**src/rtl/hazard_unit.sv**
```systemverilog
// hazard_unit: operand forwarding, load-use / branch stall-flush control and I/D refill sequencing.
// Optional saturating performance counters are compiled in with `define HAZARD_PERF_CNT_EN.
module hazard_unit (
  input  logic        i_clk,
  input  logic        i_arst,
  input  logic [4:0]  i_rs1_addr_dec,
  input  logic [4:0]  i_rs2_addr_dec,
  input  logic [4:0]  i_rs1_addr_exec,
  input  logic [4:0]  i_rs2_addr_exec,
  input  logic [4:0]  i_rd_addr_exec,
  input  logic [4:0]  i_rd_addr_mem,
  input  logic [4:0]  i_rd_addr_wb,
  input  logic        i_reg_we_mem,
  input  logic        i_reg_we_wb,
  input  logic        i_pc_src_exec,
  input  logic        i_load_instr_exec,
  input  logic        i_icache_miss,
  input  logic        i_dcache_miss,
  input  logic        i_mem_ack,
  output logic        o_mem_req,
  output logic        o_mem_sel,
  output logic        o_stall_fetch,
  output logic        o_stall_dec,
  output logic        o_stall_back,
  output logic        o_flush_dec,
  output logic        o_flush_exec,
  output logic [1:0]  o_forward_rs1,
  output logic [1:0]  o_forward_rs2,
  output logic [31:0] o_stall_cycles,
  output logic [31:0] o_flush_count
);

  typedef enum logic [1:0] {
    IDLE   = 2'd0,
    D_WAIT = 2'd1,
    I_WAIT = 2'd2
  } state_t;

  state_t     state_r;
  logic       mem_req_r;
  logic       mem_sel_r;
  logic       idle_s;
  logic       load_use_s;
  logic       stall_fetch_s;
  logic       stall_dec_s;
  logic       stall_back_s;
  logic       flush_dec_s;
  logic       flush_exec_s;
  logic [1:0] fwd_rs1_s;
  logic [1:0] fwd_rs2_s;

  // The MEM-stage result is younger than WB, so it wins when both match.
  function automatic logic [1:0] fwd_sel(
    input logic [4:0] rs,
    input logic       we_mem,
    input logic [4:0] rd_mem,
    input logic       we_wb,
    input logic [4:0] rd_wb
  );
    logic [1:0] sel;
    if (we_mem && (rd_mem != 5'd0) && (rd_mem == rs)) begin
      sel = 2'b10;
    end else if (we_wb && (rd_wb != 5'd0) && (rd_wb == rs)) begin
      sel = 2'b01;
    end else begin
      sel = 2'b00;
    end
    return sel;
  endfunction

  // Operand source selection for both execute-stage sources
  always_comb begin
    fwd_rs1_s = fwd_sel(i_rs1_addr_exec, i_reg_we_mem, i_rd_addr_mem, i_reg_we_wb, i_rd_addr_wb);
    fwd_rs2_s = fwd_sel(i_rs2_addr_exec, i_reg_we_mem, i_rd_addr_mem, i_reg_we_wb, i_rd_addr_wb);
  end

  // Load in execute whose destination is read by the instruction in decode
  always_comb begin
    if (i_load_instr_exec && (i_rd_addr_exec != 5'd0) &&
        ((i_rd_addr_exec == i_rs1_addr_dec) || (i_rd_addr_exec == i_rs2_addr_dec))) begin
      load_use_s = 1'b1;
    end else begin
      load_use_s = 1'b0;
    end
  end

  assign idle_s = (state_r == IDLE);

  // Stall/flush arbitration: refill freezes everything, then branch beats load-use
  always_comb begin
    stall_fetch_s = 1'b0;
    stall_dec_s   = 1'b0;
    stall_back_s  = 1'b0;
    flush_dec_s   = 1'b0;
    flush_exec_s  = 1'b0;
    if (!idle_s) begin
      stall_fetch_s = 1'b1;
      stall_dec_s   = 1'b1;
      stall_back_s  = 1'b1;
    end else if (i_pc_src_exec) begin
      flush_dec_s  = 1'b1;
      flush_exec_s = 1'b1;
    end else if (load_use_s) begin
      stall_fetch_s = 1'b1;
      stall_dec_s   = 1'b1;
      flush_exec_s  = 1'b1;
    end else begin
      stall_fetch_s = 1'b0;
    end
  end

  // Refill sequencer; the target is captured on entry and held until ack
  always_ff @(posedge i_clk or posedge i_arst) begin
    if (i_arst) begin
      state_r   <= IDLE;
      mem_req_r <= 1'b0;
      mem_sel_r <= 1'b0;
    end else begin
      case (state_r)
        IDLE: begin
          if (i_dcache_miss) begin
            state_r   <= D_WAIT;
            mem_req_r <= 1'b1;
            mem_sel_r <= 1'b1;
          end else if (i_icache_miss) begin
            state_r   <= I_WAIT;
            mem_req_r <= 1'b1;
            mem_sel_r <= 1'b0;
          end else begin
            state_r   <= IDLE;
            mem_req_r <= 1'b0;
            mem_sel_r <= 1'b0;
          end
        end
        D_WAIT, I_WAIT: begin
          if (i_mem_ack) begin
            state_r   <= IDLE;
            mem_req_r <= 1'b0;
            mem_sel_r <= 1'b0;
          end else begin
            state_r   <= state_r;
            mem_req_r <= 1'b1;
            mem_sel_r <= mem_sel_r;
          end
        end
        default: begin
          state_r   <= IDLE;
          mem_req_r <= 1'b0;
          mem_sel_r <= 1'b0;
        end
      endcase
    end
  end

`ifdef HAZARD_PERF_CNT_EN
  logic [31:0] stall_cnt_r;
  logic [31:0] flush_cnt_r;

  // Saturating event counters for stalled fetch cycles and decode flushes
  always_ff @(posedge i_clk or posedge i_arst) begin
    if (i_arst) begin
      stall_cnt_r <= 32'd0;
      flush_cnt_r <= 32'd0;
    end else begin
      if (stall_fetch_s && (stall_cnt_r != 32'hFFFF_FFFF)) begin
        stall_cnt_r <= stall_cnt_r + 32'd1;
      end else begin
        stall_cnt_r <= stall_cnt_r;
      end
      if (flush_dec_s && (flush_cnt_r != 32'hFFFF_FFFF)) begin
        flush_cnt_r <= flush_cnt_r + 32'd1;
      end else begin
        flush_cnt_r <= flush_cnt_r;
      end
    end
  end

  assign o_stall_cycles = stall_cnt_r;
  assign o_flush_count  = flush_cnt_r;
`else
  assign o_stall_cycles = 32'd0;
  assign o_flush_count  = 32'd0;
`endif

  assign o_mem_req     = mem_req_r;
  assign o_mem_sel     = mem_sel_r;
  assign o_stall_fetch = stall_fetch_s;
  assign o_stall_dec   = stall_dec_s;
  assign o_stall_back  = stall_back_s;
  assign o_flush_dec   = flush_dec_s;
  assign o_flush_exec  = flush_exec_s;
  assign o_forward_rs1 = fwd_rs1_s;
  assign o_forward_rs2 = fwd_rs2_s;

endmodule

```
**config.mk**
```make
export PLATFORM = sky130hd
export DESIGN_NAME = hazard_unit
export DESIGN_NICKNAME = d
export VERILOG_FILES = /design/src/rtl/hazard_unit.sv
export SDC_FILE = /design/constraint.sdc
export NUM_CORES = 1
export LEC_CHECK = 0
export ABC_CLOCK_PERIOD_IN_PS = 3600
export CAP_MARGIN = 10
export CORE_AREA = 2 2 63 65
export CTS_CLUSTER_DIAMETER = 30
export DETAILED_ROUTE_END_ITERATION = 7
export DIE_AREA = 0 0 65 67
export GPL_ROUTABILITY_DRIVEN = 0
export GPL_TIMING_DRIVEN = 1
export PLACE_DENSITY = 0.84
export SLEW_MARGIN = 30
export SYNTH_ARGS = -nofsm -noshare
export SYNTH_HDL_FRONTEND = slang
export SYNTH_SLANG_ARGS = --single-unit
export TNS_END_PERCENT = 1
```
**constraint.sdc**
```tcl
create_clock -name i_clk -period 3.6 [get_ports i_clk]
set_input_delay 0.72 -clock i_clk [delete_from_list [all_inputs] [get_ports i_clk]]
set_output_delay 0.72 -clock i_clk [all_outputs]
set_load 0.005 [all_outputs]
```
==> run metrics <==
status=complete, no violations; DRC viols=0; P_leak=0.6973 nW; CP required=2.88 ns; CTS max path bufs=2; sequential cell area fraction in the yosys report=7.051%; crit path kind=input pin to primary output; worst slack, placed=between 0.07 and 0.08 ns; Slew Limit Fails=0; Final setup viols=0; Peak VDD IR=roughly 0.11 mV; initial antenna violation count=0; CP max stage cell=or4_4; post-layout min period=between 3 and 4 ns; via density per instance=between 3 and 4; clock sinks=3; drt total wl=roughly 2.2 mm; Max Freq=285.8 MHz; grt met1 use=roughly 8.5%; CP top delay family=buffers and inverters; vias in the first global route=~750; nets=approximately 240; first-pass detailed-route iteration total=4; GR Util met3=1.858%; I/O pins=about 120; Post-CTS Hold Fix Bufs=0; die height=67 µm; register clock-pin slew on the reported worst setup and hold paths=about 0.040 ns; DR WL/cell=~9 µm; share of the synthesized area in the top cell type=between 40 and 50%; critical path endpoint category=primary output; crit path DAT=2.78 ns; met2 Usage GRT=18.94%; most common library cell in the layout ignoring fill and taps=conb_1; unrepaired setup endpoints after global routing=no; Final WS setup=slightly above 0.1 ns; initial detailed-routing violation count=29; # diodes=0; GRT Max-Usage Layer=met2; worst r2r dst=state_r[1]; CTS buffer count=3; critical path buffer and inverter count=2; Avg Cell Area, Syn=about 7.9 µm²; largest cells by area after synthesis=buf_4 (46%), xor2_1 (20%), dfrtp_1 (7.1%); crit-path cells=clkdlybuf4s50_1 -> or4_4 -> o21ai_2 -> nor4_1 -> nor4_2 -> clkdlybuf4s50_1; startpoint types=input pin; largest fanout on the critical path=3; input/output buffers=54; Setup Skew=between 0.004 and 0.005 ns; detailed-route via count=roughly 890; Worst Hold Path EP=o_mem_req; Period Utilization, post-route=97.19%; Die W=65 µm; pwr/cell area=approximately 290 mW/mm²; Max Cap Viol=0; CTS Root Cell=clkbuf_8; #FFs+latches synth=3; Post-CTS Setup Inserts=0; global-route usage over all layers=9.220%; die area=approximately 0.0044 mm²; library cells used by synthesis=23; first-pass GRT wire length=about 3.2 mm; Initial Utilization=29.53%; Final Hold Viols=0; r2r setup slk=about 2.5 ns; hold_sp=state_r[1]; GRT overflow=0; TritonCTS clock tree=built; floorplan core area=approximately 0.0036 mm²; hold depth=2; slowest cell delay on critical path=~0.55 ns; Antenna Nets Post-Route=0; Register-to-Register Path Depth=5; Mapped Cells=135; Yosys warning count=0; post-synthesis cell area=0.001065 mm²; Fin Setup TNS=0 ns; Hold WC Path Type=flip-flop to flip-flop; Fill cells=approximately 350; Clock Latency Late Sink=around 0.22 ns; largest net degree at the start of global routing=7; crit-path most repeated cell=clkdlybuf4s50_1; area leader, netlist=buf_4; reg2reg start=o_mem_sel; P&R area growth vs syn=37.48%; Cell Rows=22; htree depth=1; fraction of layout cells with a size suffix above 1=about 3.7%; most frequent cells in the layout=conb_1 (64), clkdlybuf4s50_1 (52), xor2_1 (24); dpl hpwl=between 2 and 2.5 mm
cells by family after synthesis:
kind of cell             share of synthesized area [%]
buffers and inverters                            47.59
XOR/XNOR                                         24.68
AND/OR/NAND/NOR                                  12.22
AO/OA/AOI/OAI                                    5.757
flip-flops                                       7.050
adder cells (fa/ha/maj)                          2.350
other                                           0.3522
metrics by stage:
stage,utilization (%),std cells,power [mW],area (µm²),hold WS [ns]
final,40.60,239,0.4183,1464,0.5749
after global routing,40.60,239,0.4618,1464,0.6256
after CTS,40.46,239,0.4210,1459,0.5739
after detailed placement,39.21,235,0.3180,1414,0.5723
after global placement,39.21,235,0.3116,1414,0.5641
after floorplan,-,198,0.2224,1301,0.4736
flip-flops by register name, summed over array words and instances (netlist names):
| signal | count |
|---|---|
| o_mem_req | 1 |
| state_r | 1 |
| o_mem_sel | 1 |
final cells by class:
type | instances | area (µm²) | share of cell area [%]
clock buffers | 4 | 45.04 | 3.077
inverters | 5 | 18.77 | 1.282
multi-input cells | 125 | 719.4 | 49.15
flip-flops and latches | 3 | 75.07 | 5.128
well taps | 48 | 60.06 | 4.103
repair buffers | 54 | 545.5 | 37.27
how the worst max path moves through the flow:
| stage | from | to | slack (ns) | cells past startpoint |
|---|---|---|---|---|
| after detailed placement | i_rd_addr_mem[1] | o_forward_rs1[0] | 0.08 | 6 |
| after floorplan | i_rd_addr_mem[1] | o_forward_rs1[0] | 1.14 | 4 |
| after global placement | i_rd_addr_mem[1] | o_forward_rs1[0] | 0.12 | 6 |
| final | i_rd_addr_mem[2] | o_forward_rs2[0] | 0.10 | 6 |
| after CTS | i_rd_addr_mem[1] | o_forward_rs1[0] | 0.07 | 6 |
| after global routing | i_rd_addr_mem[2] | o_forward_rs2[0] | 0.02 | 6 |
synthesized netlist by cell type:
master    count
nor4_2        2
or4_4         1
ha_1          2
nor4_1        2
a21oi_1       1
nand3_1       3
or4_1         4
xnor2_1       6
conb_1        1
nand2b_1      1
nor2_1        2
xor2_1       24
a22oi_1       1
inv_1         5
nor3_1        2
nand2_1       1
o21ai_1       1
o21ai_0       4
dfrtp_1       3
o21ai_2       1
buf_4        65
o31ai_1       2
nand4b_1      1
report_power, final:
part / switching (mW) / internal (mW)
Clock: 0.0242 / 0.0757
Combinational: 0.110 / 0.151
Sequential: 0.00856 / 0.0489
tightest hold or removal path, delay by kind of cell, from the launching register on:
kind	cells	cell delay [ns]
AOI/OAI and AO/OA	1	0.04
DFF	1	0.35
adders and majority gates	1	0.15
layer usage:
layer | vias to the layer above | routed length (µm)
li1 | 423 | -
met1 | 382 | 691
met2 | 79 | 1163
met3 | 4 | 319
met4 | 0 | 34
met5 | - | 0
what timing repair did:
action                                  CTS  global route
endpoints found under the hold margin     0             0
endpoints found under the setup margin    0             2
gates resized for setup                   0             2
No activity file was read; power rests on OpenSTA's default activity.
